[src/rtl/arb_mux_pkg.sv]
// Shared definitions for the 4:1 arbitrating mux and related 4-way arbiters.
//   ARB_IDLE / ARB_BURST : arbitration FSM states
//   NCH / CH_W           : channel count and channel-index width
//   rr_next()            : round-robin pointer advance with 2-bit wrap
package arb_mux_pkg;

    localparam int unsigned NCH  = 4;
    localparam int unsigned CH_W = 2;

    typedef enum logic {
        ARB_IDLE  = 1'b0,
        ARB_BURST = 1'b1
    } arb_state_e;

    // Next round-robin start after serving channel idx.
    function automatic logic [CH_W-1:0] rr_next(input logic [CH_W-1:0] idx);
        return idx + CH_W'(1);
    endfunction

endpackage

[src/rtl/arb_mux_4_1_rr_pick_4.sv]
// Combinational 4-way round-robin picker.
//   req     : request vector, bit i = channel i
//   ptr     : highest-priority channel this cycle
//   gnt_idx : first requester scanning ptr, ptr+1, ptr+2, ptr+3 (mod 4)
//   gnt_any : at least one request present
module rr_pick_4
    import arb_mux_pkg::*;
(
    input  logic [NCH-1:0]  req,
    input  logic [CH_W-1:0] ptr,
    output logic [CH_W-1:0] gnt_idx,
    output logic            gnt_any
);

    // Rotating scan; first hit wins.
    always_comb begin
        logic            found;
        logic [CH_W-1:0] idx;
        gnt_idx = '0;
        found   = 1'b0;
        idx     = '0;
        for (int k = 0; k < int'(NCH); k++) begin
            idx = ptr + CH_W'(k);
            if (!found && req[idx]) begin
                gnt_idx = idx;
                found   = 1'b1;
            end
        end
    end

    assign gnt_any = |req;

endmodule

[src/rtl/arb_mux_4_1.sv]
// Four-input round-robin arbitrating mux with burst grants and a registered
// output stage. Each output beat carries its source channel in out_sel.
//   clk, rst   : clock, synchronous active-high reset
//   in_valid   : per-channel beat valid
//   in_data    : channel i at [i*WIDTH +: WIDTH]
//   in_ready   : per-channel accept (combinational, one-hot or zero)
//   out_valid  : output register holds a beat
//   out_data   : registered beat data
//   out_sel    : source channel of out_data
//   out_ready  : consumer accepts the beat
module arb_mux_4_1
    import arb_mux_pkg::*;
#(
    parameter int unsigned WIDTH     = 8,
    parameter int unsigned BURST_LEN = 4
) (
    input  logic                   clk,
    input  logic                   rst,
    input  logic [NCH-1:0]         in_valid,
    input  logic [NCH*WIDTH-1:0]   in_data,
    output logic [NCH-1:0]         in_ready,
    output logic                   out_valid,
    output logic [WIDTH-1:0]       out_data,
    output logic [CH_W-1:0]        out_sel,
    input  logic                   out_ready
);

    localparam int unsigned CNT_W = $clog2(BURST_LEN + 1);

    arb_state_e       state_q, state_d;
    logic [CH_W-1:0]  ptr_q, ptr_d;
    logic [CH_W-1:0]  owner_q, owner_d;
    logic [CNT_W-1:0] cnt_q, cnt_d;
    logic             out_valid_q, out_valid_d;
    logic [WIDTH-1:0] out_data_q, out_data_d;
    logic [CH_W-1:0]  out_sel_q, out_sel_d;

    logic [CH_W-1:0]  pick_idx;
    logic             pick_any;
    logic [CH_W-1:0]  sel_idx;
    logic             slot_free;
    logic             accept;
    logic [WIDTH-1:0] chan_data [NCH];

    rr_pick_4 u_pick (
        .req     (in_valid),
        .ptr     (ptr_q),
        .gnt_idx (pick_idx),
        .gnt_any (pick_any)
    );

    // Unpack the flat input bus into per-channel words.
    always_comb begin
        for (int i = 0; i < int'(NCH); i++) begin
            chan_data[i] = in_data[i*WIDTH +: WIDTH];
        end
    end

    assign slot_free = !out_valid_q || out_ready;

    // Arbitration FSM next state, in_ready and output-register next state.
    always_comb begin
        state_d     = state_q;
        ptr_d       = ptr_q;
        owner_d     = owner_q;
        cnt_d       = cnt_q;
        in_ready    = '0;
        sel_idx     = pick_idx;
        out_valid_d = out_valid_q;
        out_data_d  = out_data_q;
        out_sel_d   = out_sel_q;

        unique case (state_q)
            ARB_IDLE: begin
                sel_idx = pick_idx;
                if (pick_any && slot_free) begin
                    in_ready[pick_idx] = 1'b1;
                    owner_d            = pick_idx;
                    cnt_d              = CNT_W'(1);
                    if (BURST_LEN == 1) begin
                        ptr_d = rr_next(pick_idx);
                    end else begin
                        state_d = ARB_BURST;
                    end
                end
            end
            ARB_BURST: begin
                sel_idx = owner_q;
                // Backpressure holds the burst; only an idle owner releases it.
                if (slot_free) begin
                    if (in_valid[owner_q]) begin
                        in_ready[owner_q] = 1'b1;
                        cnt_d             = cnt_q + CNT_W'(1);
                        if (cnt_q + CNT_W'(1) == CNT_W'(BURST_LEN)) begin
                            state_d = ARB_IDLE;
                            ptr_d   = rr_next(owner_q);
                        end
                    end else begin
                        state_d = ARB_IDLE;
                        ptr_d   = rr_next(owner_q);
                    end
                end
            end
            default: state_d = ARB_IDLE;
        endcase

        if (rst) begin
            in_ready = '0;
        end

        accept = |in_ready;
        if (accept) begin
            out_valid_d = 1'b1;
            out_data_d  = chan_data[sel_idx];
            out_sel_d   = sel_idx;
        end else if (out_ready) begin
            out_valid_d = 1'b0;
        end
    end

    // State and output registers.
    always_ff @(posedge clk) begin
        if (rst) begin
            state_q     <= ARB_IDLE;
            ptr_q       <= '0;
            owner_q     <= '0;
            cnt_q       <= '0;
            out_valid_q <= 1'b0;
            out_data_q  <= '0;
            out_sel_q   <= '0;
        end else begin
            state_q     <= state_d;
            ptr_q       <= ptr_d;
            owner_q     <= owner_d;
            cnt_q       <= cnt_d;
            out_valid_q <= out_valid_d;
            out_data_q  <= out_data_d;
            out_sel_q   <= out_sel_d;
        end
    end

    assign out_valid = out_valid_q;
    assign out_data  = out_data_q;
    assign out_sel   = out_sel_q;

endmodule

[config.mk]
export PLATFORM = sky130hd
export DESIGN_NAME = arb_mux_4_1
export DESIGN_NICKNAME = d
export VERILOG_FILES = /design/src/rtl/arb_mux_pkg.sv /design/src/rtl/arb_mux_4_1_rr_pick_4.sv /design/src/rtl/arb_mux_4_1.sv
export SDC_FILE = /design/constraint.sdc
export NUM_CORES = 1
export LEC_CHECK = 0
export ABC_CLOCK_PERIOD_IN_PS = 3800
export BUFFER_PORTS_ARGS = -buffer_cell sky130_fd_sc_hd__clkbuf_2
export CAP_MARGIN = 20
export CORE_MARGIN = 2
export CORE_UTILIZATION = 36
export DETAILED_ROUTE_END_ITERATION = 8
export MAX_ROUTING_LAYER = met4
export PLACE_DENSITY_LB_ADDON = 0.05
export SLEW_MARGIN = 20
export SYNTH_ARGS = -nofsm -noshare
export SYNTH_HDL_FRONTEND = slang
export SYNTH_SLANG_ARGS = --single-unit
export TNS_END_PERCENT = 50
[constraint.sdc]
create_clock -name clk -period 3.8 [get_ports clk]
set_input_delay 0.19 -clock clk [delete_from_list [all_inputs] [get_ports clk]]
set_output_delay 0.19 -clock clk [all_outputs]
set_load 0.02 [all_outputs]
==> results of run 1 <==
==> sequential cells by signal (all words and copies together) (netlist names) <==
register   count
out_valid      1
out_data       8
state_q        1
cnt_q          3
ptr_q          2
owner_q        2
out_sel        2
==> worst paths after layout <==
| check | end | slack (ns) | depth (start not counted) |
|---|---|---|---|
| worst min register to register | out_sel[1] | 0.47 | 2 |
| worst min-delay path | out_valid | 0.25 | 3 |
| worst max register to register | out_data[7] | 1.43 | 6 |
| worst max-delay path | out_data[7] | 1.43 | 6 |
==> per-layer routing <==
metal | share of wire [%] | up-vias | track usage, %
met3 | 7.9 | 6 | 3.57
li1 | - | 615 | -
met1 | 43 | 537 | 16.5
met2 | 48 | 44 | 29.3
met5 | 0 | - | -
met4 | 1.5 | 0 | 6.25
==> final cells by class <==
type	count	area share (%)
Sequential cell	19	24.2
Inverter	4	0.954
Multi-Input combinational cell	107	52.1
Clock buffer	3	1.43
Timing Repair Buffer	54	17.3
Tap cell	46	3.66
Clock inverter	1	0.318
==> worst max-delay path, cell delays in order (launching register included) <==
cell and delay, ns:
dfxtp_1 0.47, mux4_2 0.55, and3_4 0.25, a22oi_4 0.33, or2_1 0.37, o22ai_1 0.12, a31o_1 0.19
==> cell families (layout without fill, tap and decap cells) <==
kind of cell | after synthesis | count (layout)
muxes | 23 | 23
adders and majority gates | 6 | 6
buffers and inverters | 13 | 62
xor gates and xnor gates | 1 | 1
and+or+nand+nor | 41 | 41
AOI/OAI and AO/OA | 36 | 36
DFF | 19 | 19
==> cell usage in the layout, fill, tap and decap left out, drive strengths merged <==
master   n
o22ai    8
xor2     1
nor4     2
or2      3
nor3     2
a21oi    6
o21a     1
nor2    19
and3b    1
dfxtp   19
nand2b   3
mux4     1
clkbuf  56
a22oi    2
mux2i   21
nand2    8
inv      3
clkinv   2
nor2b    2
a32oi    5
buf      1
a221o    1
a21o     1
o21ai    2
o221ai   1
mux2     1
and3     1
a31o     8
a211oi   1
ha       6
==> stage by stage <==
step	area [sq um]	hold slack [ns]	util, %	power [uW]	setup WS, ns
global route	1570	0.265	46.8	633	1.27
floorplan	1260	0.420	-	427	1.92
global placement	1550	0.455	46.0	490	1.48
detailed placement	1550	0.450	46.0	494	1.41
finish	1570	0.253	46.8	593	1.43
CTS	1570	0.254	46.8	598	1.42
==> power by group through the flow <==
| stage | sequential [uW] | clock, uW | combinational (uW) |
|---|---|---|---|
| 3_5_place_dp | 256 | 0 | 238 |
| 5_1_grt | 256 | 120 | 258 |
| 2_1_floorplan | 278 | 0 | 149 |
| 6_report | 251 | 106 | 236 |
| 4_1_cts | 251 | 109 | 238 |
| 3_3_place_gp | 255 | 0 | 235 |
==> flow_summary.json, run 1 <==
{
  "grt_use_total_pct": 16.0,
  "worst_skew_pair.late_latency_ns": 0.30,
  "finalCriticalPeriod_ns": 2.37,
  "power_density_nw_per_um2": 377,
  "crit_start": "owner_q[0]",
  "die_w_um": 63.2,
  "ys_ff_latch": 19,
  "post_cts_buffers": 0,
  "final_cells": 234,
  "hold_viol": 0,
  "p_int_uw": 373,
  "synth_compound_area_share_pct": 21.7,
  "synth_mux_area_share_pct": 19.3,
  "syn_inst": 139,
  "syn_nets": 184,
  "min_path_type": "primary input to flop",
  "rsz0062_at_grt": "no",
  "die_area_sq_um": 4000,
  "tns_ns": 0,
  "ys_seq_area_share_pct": 30.1,
  "slew_viol_final": 0,
  "clockBufferDepth": 2,
  "grt_start_max_net_pins": 18,
  "cts.sinks": 19,
  "fp.dieH_um": 63.2,
  "ys_warn_count": 0,
  "cp_data_arrival_time_ns": 2.58,
  "drive_gt1_share_pct": 35.6,
  "multiInputGateArea_sq_um": 821,
  "cts_resized": 0,
  "yosys-top-cells-count": "21 x mux2i_1, 19 x dfxtp_1, 19 x nor2_1",
  "nNetsFinal": 234,
  "yosys.area.top_type_share_pct": 30.1,
  "synth_xor_area_share_pct": 0.693,
  "crit_type": "flop to flop",
  "swShare_pct": 37.1,
  "crit_path_start_kind": "flop",
  "ios": 54,
  "synthAdderAreaFrac_pct": 5.94,
  "holdCritStartpoint": "out_ready",
  "power_frac_comb_pct": 39.8,
  "synthArstFlopShare_pct": 0,
  "synthToLayoutAreaGrowth_pct": 24.6,
  "core_area_sq_um": 3360,
  "post-route-period-util_pct": 62.4,
  "synth_area_sq_um": 1260,
  "hpwlAfterDp_um": 2300,
  "finalClockSkew_ns": 0.00716,
  "cap_violations": 0,
  "synth.most_common_cell": "mux2i_1",
  "cp-end-kind": "flop",
  "ys_types": 36,
  "synth_ff_type": "dfxtp_1",
  "wl_um": 2970,
  "synth-simple-area-share_pct": 16.7,
  "crit_required_ns": 4.00,
  "drt-wirelength-per-cell_um": 12.7,
  "clock_power_share_pct": 17.9,
  "cts_max_level": 1,
  "detail_route.iter0.violations": 28,
  "via_per_inst": 5.14,
  "diodes": 0,
  "p_sw_uw": 220,
  "finalSetupViolations": 0,
  "tritoncts": "built",
  "seq_area_sq_um": 380,
  "peakVddDrop_uv": 131,
  "path_clk_slew_ns": 0.11,
  "p_leak_uw": 0.000805,
  "syn_area_per_cell_sq_um": 9.09,
  "tightest_slew_ns": 0.504,
  "max_slew_margin_pct": 66.3,
  "crit-reg2reg-launch": "owner_q[0]",
  "numPortBuffers": 53,
  "pwr-share-seq_pct": 42.3,
  "synth_top_family_by_area": "compound AO/OA/AOI/OAI gates",
  "grt_pass1_wl_um": 5060,
  "fmax_ghz": 0.422,
  "place_congestion": 0.869,
  "status": "finished, final reports clean",
  "dp.cells": 230,
  "drc_errors": 0,
  "gr-total-overflow": 0,
  "dr.pass1.iters": 4,
  "cts_root_buf": "clkbuf_4",
  "synth_area_leader_cell": "dfxtp_1",
  "num_rows": 21,
  "grt_pass1_vias": 1192,
  "nFillCells": 340,
  "start_util_pct": 37.6,
  "cts_hold_buf": 0,
  "numCtsBuffers": 3,
  "ant_nets": 0,
  "netlist_top_cells_area": "dfxtp_1 30%, mux2i_1 17%, ha_1 5.9%",
  "vias": 1202,
  "synth_edf_count": 0,
  "antenna_found_initial": 0,
  "cp_max_fo": 14
}
No activity file was read; power rests on OpenSTA's default activity.
==> run 2: changes to the inputs <==
--- a/config.mk
+++ b/config.mk
@@ -5,7 +5,7 @@
 export SDC_FILE = /design/constraint.sdc
 export NUM_CORES = 1
 export LEC_CHECK = 0
-export ABC_CLOCK_PERIOD_IN_PS = 3800
+export ABC_CLOCK_PERIOD_IN_PS = 2200
 export BUFFER_PORTS_ARGS = -buffer_cell sky130_fd_sc_hd__clkbuf_2
 export CAP_MARGIN = 20
 export CORE_MARGIN = 2
==> constraint.sdc (replaced) <==
create_clock -name clk -period 2.2 [get_ports clk]
set_input_delay 0.11 -clock clk [delete_from_list [all_inputs] [get_ports clk]]
set_output_delay 0.11 -clock clk [all_outputs]
set_load 0.02 [all_outputs]
==> run 2 against run 1 <==
  * Clock power up 63%
  * Sequential share of layout area down 0.33 points
  * Die area unchanged
  * Wire length up 3.1%
  * Setup slack worse by 1.3 ns
  * Critical path depth up 1
  * Critical endpoint is now in_ready[0]
  * Highest routed layer unchanged
==> flow_summary.json, run 2 (synthesis results as in run 1) <==
{
  "slew_viol_final": 0,
  "vias": 1214,
  "antenna_found_initial": 0,
  "finalCriticalPeriod_ns": 2.03,
  "die_w_um": 63.2,
  "post_cts_buffers": 0,
  "cp-end-kind": "primary output",
  "cts_resized": 2,
  "tritoncts": "built",
  "fp.dieH_um": 63.2,
  "seq_area_sq_um": 385,
  "cp_data_arrival_time_ns": 1.92,
  "worst_skew_pair.late_latency_ns": 0.29,
  "critPathMaxStageDelay_ns": 0.40,
  "via_per_inst": 5.14,
  "crit_start": "ptr_q[1]",
  "cts_max_level": 1,
  "hold_viol": 0,
  "r2r_slack_ns": 0.21,
  "grt_use_total_pct": 16.2,
  "num_rows": 21,
  "min_path_type": "primary input to flop",
  "post-route-period-util_pct": 92.3,
  "grt_pass1_vias": 1149,
  "endpoint": "in_ready[0]",
  "crit_path_start_kind": "flop",
  "hpwlAfterDp_um": 2400,
  "max_slew_margin_pct": 65.4,
  "wl_um": 3060,
  "tns_ns": 0,
  "crit_top_cell": "nand2_1",
  "peakVddDrop_uv": 281,
  "dp.cells": 232,
  "cp_slowest_cell": "dfxtp_4",
  "final_cells": 236,
  "detail_route.iter0.violations": 31,
  "rr_worst_depth": 6,
  "grt_pass1_wl_um": 5090,
  "drc_errors": 0,
  "crit_required_ns": 2.09,
  "grt_start_max_net_pins": 18,
  "ant_nets": 0,
  "die_area_sq_um": 4000,
  "cp_max_fo": 8,
  "crit_family": "simple AND/OR/NAND/NOR gates",
  "power_density_nw_per_um2": 640,
  "timing.final.ws_setup_ns": 0.170,
  "p_leak_uw": 0.000822,
  "cap_violations": 0,
  "place_congestion": 0.860,
  "final_common_cell": "clkbuf_2",
  "fmax_ghz": 0.493,
  "cts_hold_buf": 0,
  "crit_type": "flop to primary output",
  "nNetsFinal": 236,
  "multiInputGateArea_sq_um": 832,
  "drive_gt1_share_pct": 38.4,
  "cts.sinks": 19,
  "dr.pass1.iters": 4,
  "nFillCells": 346,
  "diodes": 0,
  "power_uw": 1030,
  "rsz0062_at_grt": "no",
  "cts_root_buf": "clkbuf_4",
  "crit-reg2reg-launch": "owner_q[0]",
  "numCtsBuffers": 3,
  "path_clk_slew_ns": 0.10,
  "finalSetupViolations": 0,
  "tightest_slew_ns": 0.518,
  "final_cell_mix": "53 x clkbuf_2, 21 x mux2i_1, 19 x nor2_1",
  "rr_endpoint": "out_data[4]",
  "start_util_pct": 37.6,
  "core_area_sq_um": 3360,
  "gr-total-overflow": 0,
  "finalClockSkew_ns": 0.00541,
  "path_depth": 7,
  "holdCritStartpoint": "out_ready",
  "largest_reg_flops": 8,
  "numPortBuffers": 53,
  "clockBufferDepth": 2,
  "synthToLayoutAreaGrowth_pct": 27.9,
  "preCtsSetupSlack_ns": 0.00889,
  "drt-wirelength-per-cell_um": 13.0,
  "ios": 54,
  "path_cells": "mux2_2 -> nand2_1 -> nand2_1 -> or2_2 -> a32oi_1 -> nor2_1 -> clkbuf_2",
  "status": "finished, final reports clean",
  "crit_buf_inv": 1
}
run 2: worst register-to-register path, stage by stage, from the launching register on:
cell      delay, ns
dfxtp_2        0.41
mux4_2         0.53
and3_4         0.25
a22oi_4        0.16
nand2b_2       0.24
o22ai_1        0.11
a31o_1         0.18
run 2: cell type report:
type | instances | area share [%]
clock buffers | 4 | 1.63
inverters | 4 | 0.929
multi-input cells | 107 | 51.5
flip-flops and latches | 19 | 23.8
well taps | 46 | 3.56
repair buffers | 56 | 18.6
run 2: stage by stage:
stage | utilization, % | cell area [sq um] | hold WS, ns
detailed placement | 46.8 | 1570 | 0.454
CTS | 47.7 | 1610 | 0.183
global placement | 46.8 | 1570 | 0.454
floorplan | - | 1260 | 0.340
finish | 48.1 | 1620 | 0.189
global route | 48.1 | 1620 | 0.198
run 2: where the power goes:
| part | internal (uW) | switching (uW) |
|---|---|---|
| clock | 70.4 | 102 |
| sequential | 396 | 38.8 |
| combinational | 196 | 231 |
run 2: how the worst min path moves through the flow:
stage	endpoint	slack, ns	depth (start not counted)
2_1_floorplan	out_valid	0.34	2
3_3_place_gp	out_sel[1]	0.45	2
3_5_place_dp	out_sel[1]	0.45	2
4_1_cts	out_valid	0.18	3
5_1_grt	out_valid	0.20	3
6_report	out_valid	0.19	3
run 2: metal layers:
metal  track usage, %  up-vias  part of all wire, %
li1                 -      619                    -
met1             18.2      551                   42
met5                -        -                    0
met3             3.57        4                  6.4
met2             28.3       40                   50
met4             5.98        0                  1.2
